===== src/rtl/uart_tx_frame.sv =====
// UART transmitter: start bit, LSB-first data, optional parity, stop bit.
// Each bit is held for max(prescale,1) clocks; all outputs are registered.
module uart_tx_frame #(
   parameter int unsigned DATA_WIDTH     = 8,
   parameter int unsigned PRESCALE_WIDTH = 6
) (
   input  logic                      clk,
   input  logic                      rst,
   input  logic [DATA_WIDTH-1:0]     p_data,
   input  logic                      data_valid,
   input  logic                      parity_enable,
   input  logic                      parity_type,
   input  logic [PRESCALE_WIDTH-1:0] prescale,
   output logic                      tx_out,
   output logic                      busy
);

   localparam int unsigned IdxW = (DATA_WIDTH > 1) ? $clog2(DATA_WIDTH) : 1;
   localparam logic [IdxW-1:0] LastIdx = IdxW'(DATA_WIDTH - 1);

   typedef enum logic [2:0] {StIdle, StStart, StData, StParity, StStop} state_e;

   state_e                    state_q, state_d;
   logic [PRESCALE_WIDTH-1:0] cnt_q, cnt_d;
   logic [PRESCALE_WIDTH-1:0] eff_q, eff_d;
   logic [IdxW-1:0]           idx_q, idx_d;
   logic [DATA_WIDTH-1:0]     data_q, data_d;
   logic                      par_en_q, par_en_d;
   logic                      par_bit_q, par_bit_d;
   logic                      tx_q, tx_d;
   logic                      busy_q, busy_d;
   logic                      bit_done;

   assign bit_done = (cnt_q == eff_q - PRESCALE_WIDTH'(1));
   assign tx_out   = tx_q;
   assign busy     = busy_q;

   always_comb begin
      state_d   = state_q;
      cnt_d     = cnt_q;
      eff_d     = eff_q;
      idx_d     = idx_q;
      data_d    = data_q;
      par_en_d  = par_en_q;
      par_bit_d = par_bit_q;
      tx_d      = tx_q;
      busy_d    = busy_q;

      if (state_q != StIdle) begin
         cnt_d = bit_done ? '0 : cnt_q + PRESCALE_WIDTH'(1);
      end

      unique case (state_q)
         StIdle: begin
            tx_d   = 1'b1;
            busy_d = 1'b0;
            if (data_valid) begin
               data_d    = p_data;
               par_en_d  = parity_enable;
               par_bit_d = (^p_data) ^ parity_type;
               eff_d     = (prescale == '0) ? PRESCALE_WIDTH'(1) : prescale;
               cnt_d     = '0;
               idx_d     = '0;
               state_d   = StStart;
               tx_d      = 1'b0;
               busy_d    = 1'b1;
            end
         end
         StStart: begin
            if (bit_done) begin
               state_d = StData;
               tx_d    = data_q[0];
            end
         end
         StData: begin
            if (bit_done) begin
               if (idx_q == LastIdx) begin
                  idx_d = '0;
                  if (par_en_q) begin
                     state_d = StParity;
                     tx_d    = par_bit_q;
                  end else begin
                     state_d = StStop;
                     tx_d    = 1'b1;
                  end
               end else begin
                  // Shift so the next data bit is always at position 0.
                  idx_d  = idx_q + IdxW'(1);
                  data_d = data_q >> 1;
                  tx_d   = data_d[0];
               end
            end
         end
         StParity: begin
            if (bit_done) begin
               state_d = StStop;
               tx_d    = 1'b1;
            end
         end
         StStop: begin
            if (bit_done) begin
               state_d = StIdle;
               tx_d    = 1'b1;
               busy_d  = 1'b0;
            end
         end
         default: begin
            state_d = StIdle;
            tx_d    = 1'b1;
            busy_d  = 1'b0;
         end
      endcase
   end

   always_ff @(posedge clk or posedge rst) begin
      if (rst) begin
         state_q   <= StIdle;
         cnt_q     <= '0;
         eff_q     <= '0;
         idx_q     <= '0;
         data_q    <= '0;
         par_en_q  <= 1'b0;
         par_bit_q <= 1'b0;
         tx_q      <= 1'b1;
         busy_q    <= 1'b0;
      end else begin
         state_q   <= state_d;
         cnt_q     <= cnt_d;
         eff_q     <= eff_d;
         idx_q     <= idx_d;
         data_q    <= data_d;
         par_en_q  <= par_en_d;
         par_bit_q <= par_bit_d;
         tx_q      <= tx_d;
         busy_q    <= busy_d;
      end
   end

endmodule

===== config.mk =====
export PLATFORM = sky130hd
export DESIGN_NAME = uart_tx_frame
export DESIGN_NICKNAME = d
export VERILOG_FILES = /design/src/rtl/uart_tx_frame.sv
export SDC_FILE = /design/constraint.sdc
export NUM_CORES = 1
export LEC_CHECK = 0
export BUFFER_PORTS_ARGS = -buffer_cell sky130_fd_sc_hd__buf_2
export CORE_MARGIN = 4
export CORE_UTILIZATION = 42
export DETAILED_ROUTE_END_ITERATION = 7
export PLACE_DENSITY = 0.68
export REMOVE_ABC_BUFFERS = 1
export SYNTH_ARGS = -nofsm -noshare
export SYNTH_HDL_FRONTEND = slang
export SYNTH_SLANG_ARGS = --single-unit
export TNS_END_PERCENT = 30

===== constraint.sdc =====
create_clock -name clk -period 3.15 [get_ports clk]
set_input_delay 0.4725 -clock clk [delete_from_list [all_inputs] [get_ports clk]]
set_output_delay 0.4725 -clock clk [all_outputs]
set_load 0.01 [all_outputs]

==> results.sh <==
export IMPL_finalCritPeriodShare_pct=76.94
export IMPL_cts_path_max_buffers=2
export IMPL_synth_compound_area_share_pct=22.16
export IMPL_crit_required_ps=3300
export IMPL_setup_viol=0
export IMPL_power_uw=816.8
export IMPL_path_clk_slew_ps=70
export IMPL_cts_sinks=30
export IMPL_startpoint_type="flip-flop"
export IMPL_async_reset_ff_share_pct=100.0
export IMPL_yosysWarnings=0
export IMPL_r2r_slack_ps=730
export IMPL_grt_pass1_vias=1503
export IMPL_ys_seq_area_share_pct=38.82
export IMPL_period_needed_ps=2423
export IMPL_nNetsFinal=249
export IMPL_wl_um=4196
export IMPL_place_inst=271
export IMPL_fin_tns_setup_ps=0
export IMPL_antenna_found_initial=0
export IMPL_core_area_sq_um=4414
export IMPL_hold_viol=0
export IMPL_yosys_area_share_simple_pct=20.99
export IMPL_rsz0062_at_grt="false"
export IMPL_routabilityCongestion=0.7887
export IMPL_start_util_pct=43.88
export IMPL_io_pins=21
export IMPL_die_area_sq_um=5762
export IMPL_root_buffer="clkbuf_8"
export IMPL_die_h_um=75.91
export IMPL_synth_edf_count=0
export IMPL_h_tree_depth=2
export IMPL_finClkSkew_ps=10.07
export IMPL_rows=24
export IMPL_fmax_mhz=412.6
export IMPL_ir_worst_vdd_mv=0.2019
export IMPL_io_buffers=20
export IMPL_avgRoutedWirePerCell_um=15.04
export IMPL_first_pass_iters=4
export IMPL_synth_area_mux_share_pct=1.550
export IMPL_synth_xor_area_share_pct=8.592
export IMPL_cts_inserted_buffers=5
export IMPL_area_delta_synth_final_pct=11.82
export IMPL_crit_type="flip-flop to flip-flop"
export IMPL_num_vias=1570
export IMPL_grt_first_pass_wirelength_um=7300
export IMPL_drive_above_1_share_pct=21.59
export IMPL_holdWs_ps=253.6
export IMPL_relSlewSlack_pct=15.41
export IMPL_yosysUniqueCellTypes=44
export IMPL_worstPathArrival_ps=2570
export IMPL_dp_hpwl_um=2970
export IMPL_syn_inst=208
export IMPL_cp_max_fo=11
export IMPL_status="complete, no violations"
export IMPL_slew_viol_final=0
export IMPL_route_detailed_drc=0
export IMPL_final_core_util_pct=49.06
export IMPL_track_usage_pct=15.25
export IMPL_syn_avg_cell_area_sq_um=9.312
export IMPL_synth_top_family_by_area="compound AO/OA/AOI/OAI gates"
export IMPL_cts_repair_resized=0
export IMPL_die_width_um=75.91
export IMPL_endpoint_kind="flip-flop"
export IMPL_finalNonFillerCells=279
export IMPL_grt_ovfl_total=0
export IMPL_r2r_cells=7
export IMPL_min_path_type="input pin to asynchronous set/reset pin"
export IMPL_hold_buffers=0
export IMPL_syn_area_sq_um=1937
export IMPL_clk_latency_ps=280
export IMPL_synth_seq_cells=30
export IMPL_synth_adder_area_share_pct=2.584
export IMPL_powerDensity_nw_per_um2=377.1
export IMPL_tightest_slew_ps=1269
export IMPL_antennaDiodeCount=0
export IMPL_p_leak_uw=0.0008893
export IMPL_drt_iter0_drc=166
export IMPL_synth_flop_cell="dfrtp_1"
export IMPL_cap_violations=0
export IMPL_grt_max_degree=31
export IMPL_tritoncts="done"
export IMPL_ant_nets=0
export IMPL_post_cts_buffers=0
export IMPL_avgViaCountPerCell=5.627
-- cell usage after synthesis, types with 2 or more instances --
library cell | count | area (sq um)
dfrtp_1 | 29 | 725.7
nand2_1 | 26 | 97.59
o21ai_0 | 15 | 75.07
xnor2_1 | 12 | 105.1
nor2_1 | 10 | 37.54
inv_1 | 9 | 33.78
or3_1 | 9 | 56.30
a211oi_2 | 8 | 100.1
nor4_1 | 8 | 50.05
a211oi_1 | 7 | 52.55
xor2_1 | 7 | 61.31
nor3_1 | 6 | 30.03
a32o_1 | 5 | 50.05
nand3_1 | 5 | 25.02
a21oi_1 | 4 | 20.02
buf_2 | 4 | 20.02
ha_1 | 4 | 50.05
buf_4 | 3 | 22.52
clkbuf_1 | 3 | 11.26
mux2i_1 | 3 | 30.03
and3_1 | 2 | 12.51
nand2b_1 | 2 | 12.51
nand3b_1 | 2 | 15.01
nor2b_1 | 2 | 12.51
nor3_2 | 2 | 20.02
o211ai_1 | 2 | 15.01
o31ai_2 | 2 | 25.02
-- cells by family after synthesis --
group	Yosys count
adders and majority gates	4
buffers and inverters	21
AOI/OAI and AO/OA	52
DFF	30
muxes	3
and+or+nand+nor	79
xor gates and xnor gates	19
-- final cells by class --
type	instances	area, sq um
fill	414	2248
inverter	9	33.78
tap	52	65.06
clock inverter	2	37.54
sequential	30	752.0
clock buffer	6	72.57
timing repair buffer	23	122.6
multi-input combinational	157	1082
-- cells in the final DEF, fill, tap and decap left out, types with 3 or more instances in the layout --
| cell | count |
|---|---|
| nor4_1 | 8 |
| xnor2_1 | 12 |
| xor2_1 | 7 |
| a21oi_1 | 4 |
| a32o_1 | 5 |
| nand2_1 | 26 |
| clkbuf_8 | 5 |
| nor2_1 | 10 |
| nand3_1 | 5 |
| mux2i_1 | 3 |
| buf_4 | 3 |
| a211oi_2 | 8 |
| inv_1 | 9 |
| a211oi_1 | 7 |
| nor3_1 | 6 |
| ha_1 | 4 |
| dfrtp_1 | 29 |
| buf_2 | 20 |
| o21ai_0 | 15 |
| or3_1 | 9 |
-- power by group --
part / switching (uW) / total [uW] / leakage [uW] / internal (uW)
Sequential: 0 / 385 / 0.000343 / 385
Combinational: 22.0 / 43.5 / 0.000495 / 21.5
Clock: 152 / 388 / 0.0000514 / 236
Total: 174 / 817 / 0.000889 / 642
-- worst max-delay path: stages, from the launching register on --
cell and delay (ps):
dfrtp_1 400, inv_1 80, ha_1 240, xnor2_1 140
a21oi_1 100, a32oi_1 950, nor3_2 190, mux2i_1 190
-- layer usage --
metal  vias up  track usage, %  wire length (um)
li1        793               -                 -
met4         0           5.338                44
met3         5           3.081               137
met2        31           21.83              1882
met1       741           22.58              2132
met5         -               0                 0
-- registers in the layout, indices dropped and copies added (netlist names) --
signal,flops
data_q,8
state_q,3
busy,1
eff_q,6
tx_out,1
par_bit_q,1
idx_q,3
par_en_q,1
cnt_q,6
-- path summary, 6_finish.rpt --
kind,to,from
setup / recovery,idx_q[0]$_DFFE_PP0P_,eff_q[0]$_DFFE_PP0P_
hold / removal,par_en_q$_DFFE_PP0P_,rst
setup reg to reg,idx_q[0]$_DFFE_PP0P_,eff_q[0]$_DFFE_PP0P_
hold reg to reg,par_en_q$_DFFE_PP0P_,par_en_q$_DFFE_PP0P_
max in group asynchronous,tx_out$_DFFE_PP1P_,rst
min in group clk,eff_q[5]$_DFFE_PP0P_,prescale[5]
-- metrics by stage --
stage                     instance area, sq um  setup slack [ps]
final                                     2166             726.5
after global routing                      2166             474.6
after CTS                                 2166             718.8
after detailed placement                  2056             731.8
after global placement                    2056             829.9
after floorplan                           1868              1133
No activity file was read; power rests on OpenSTA's default activity.
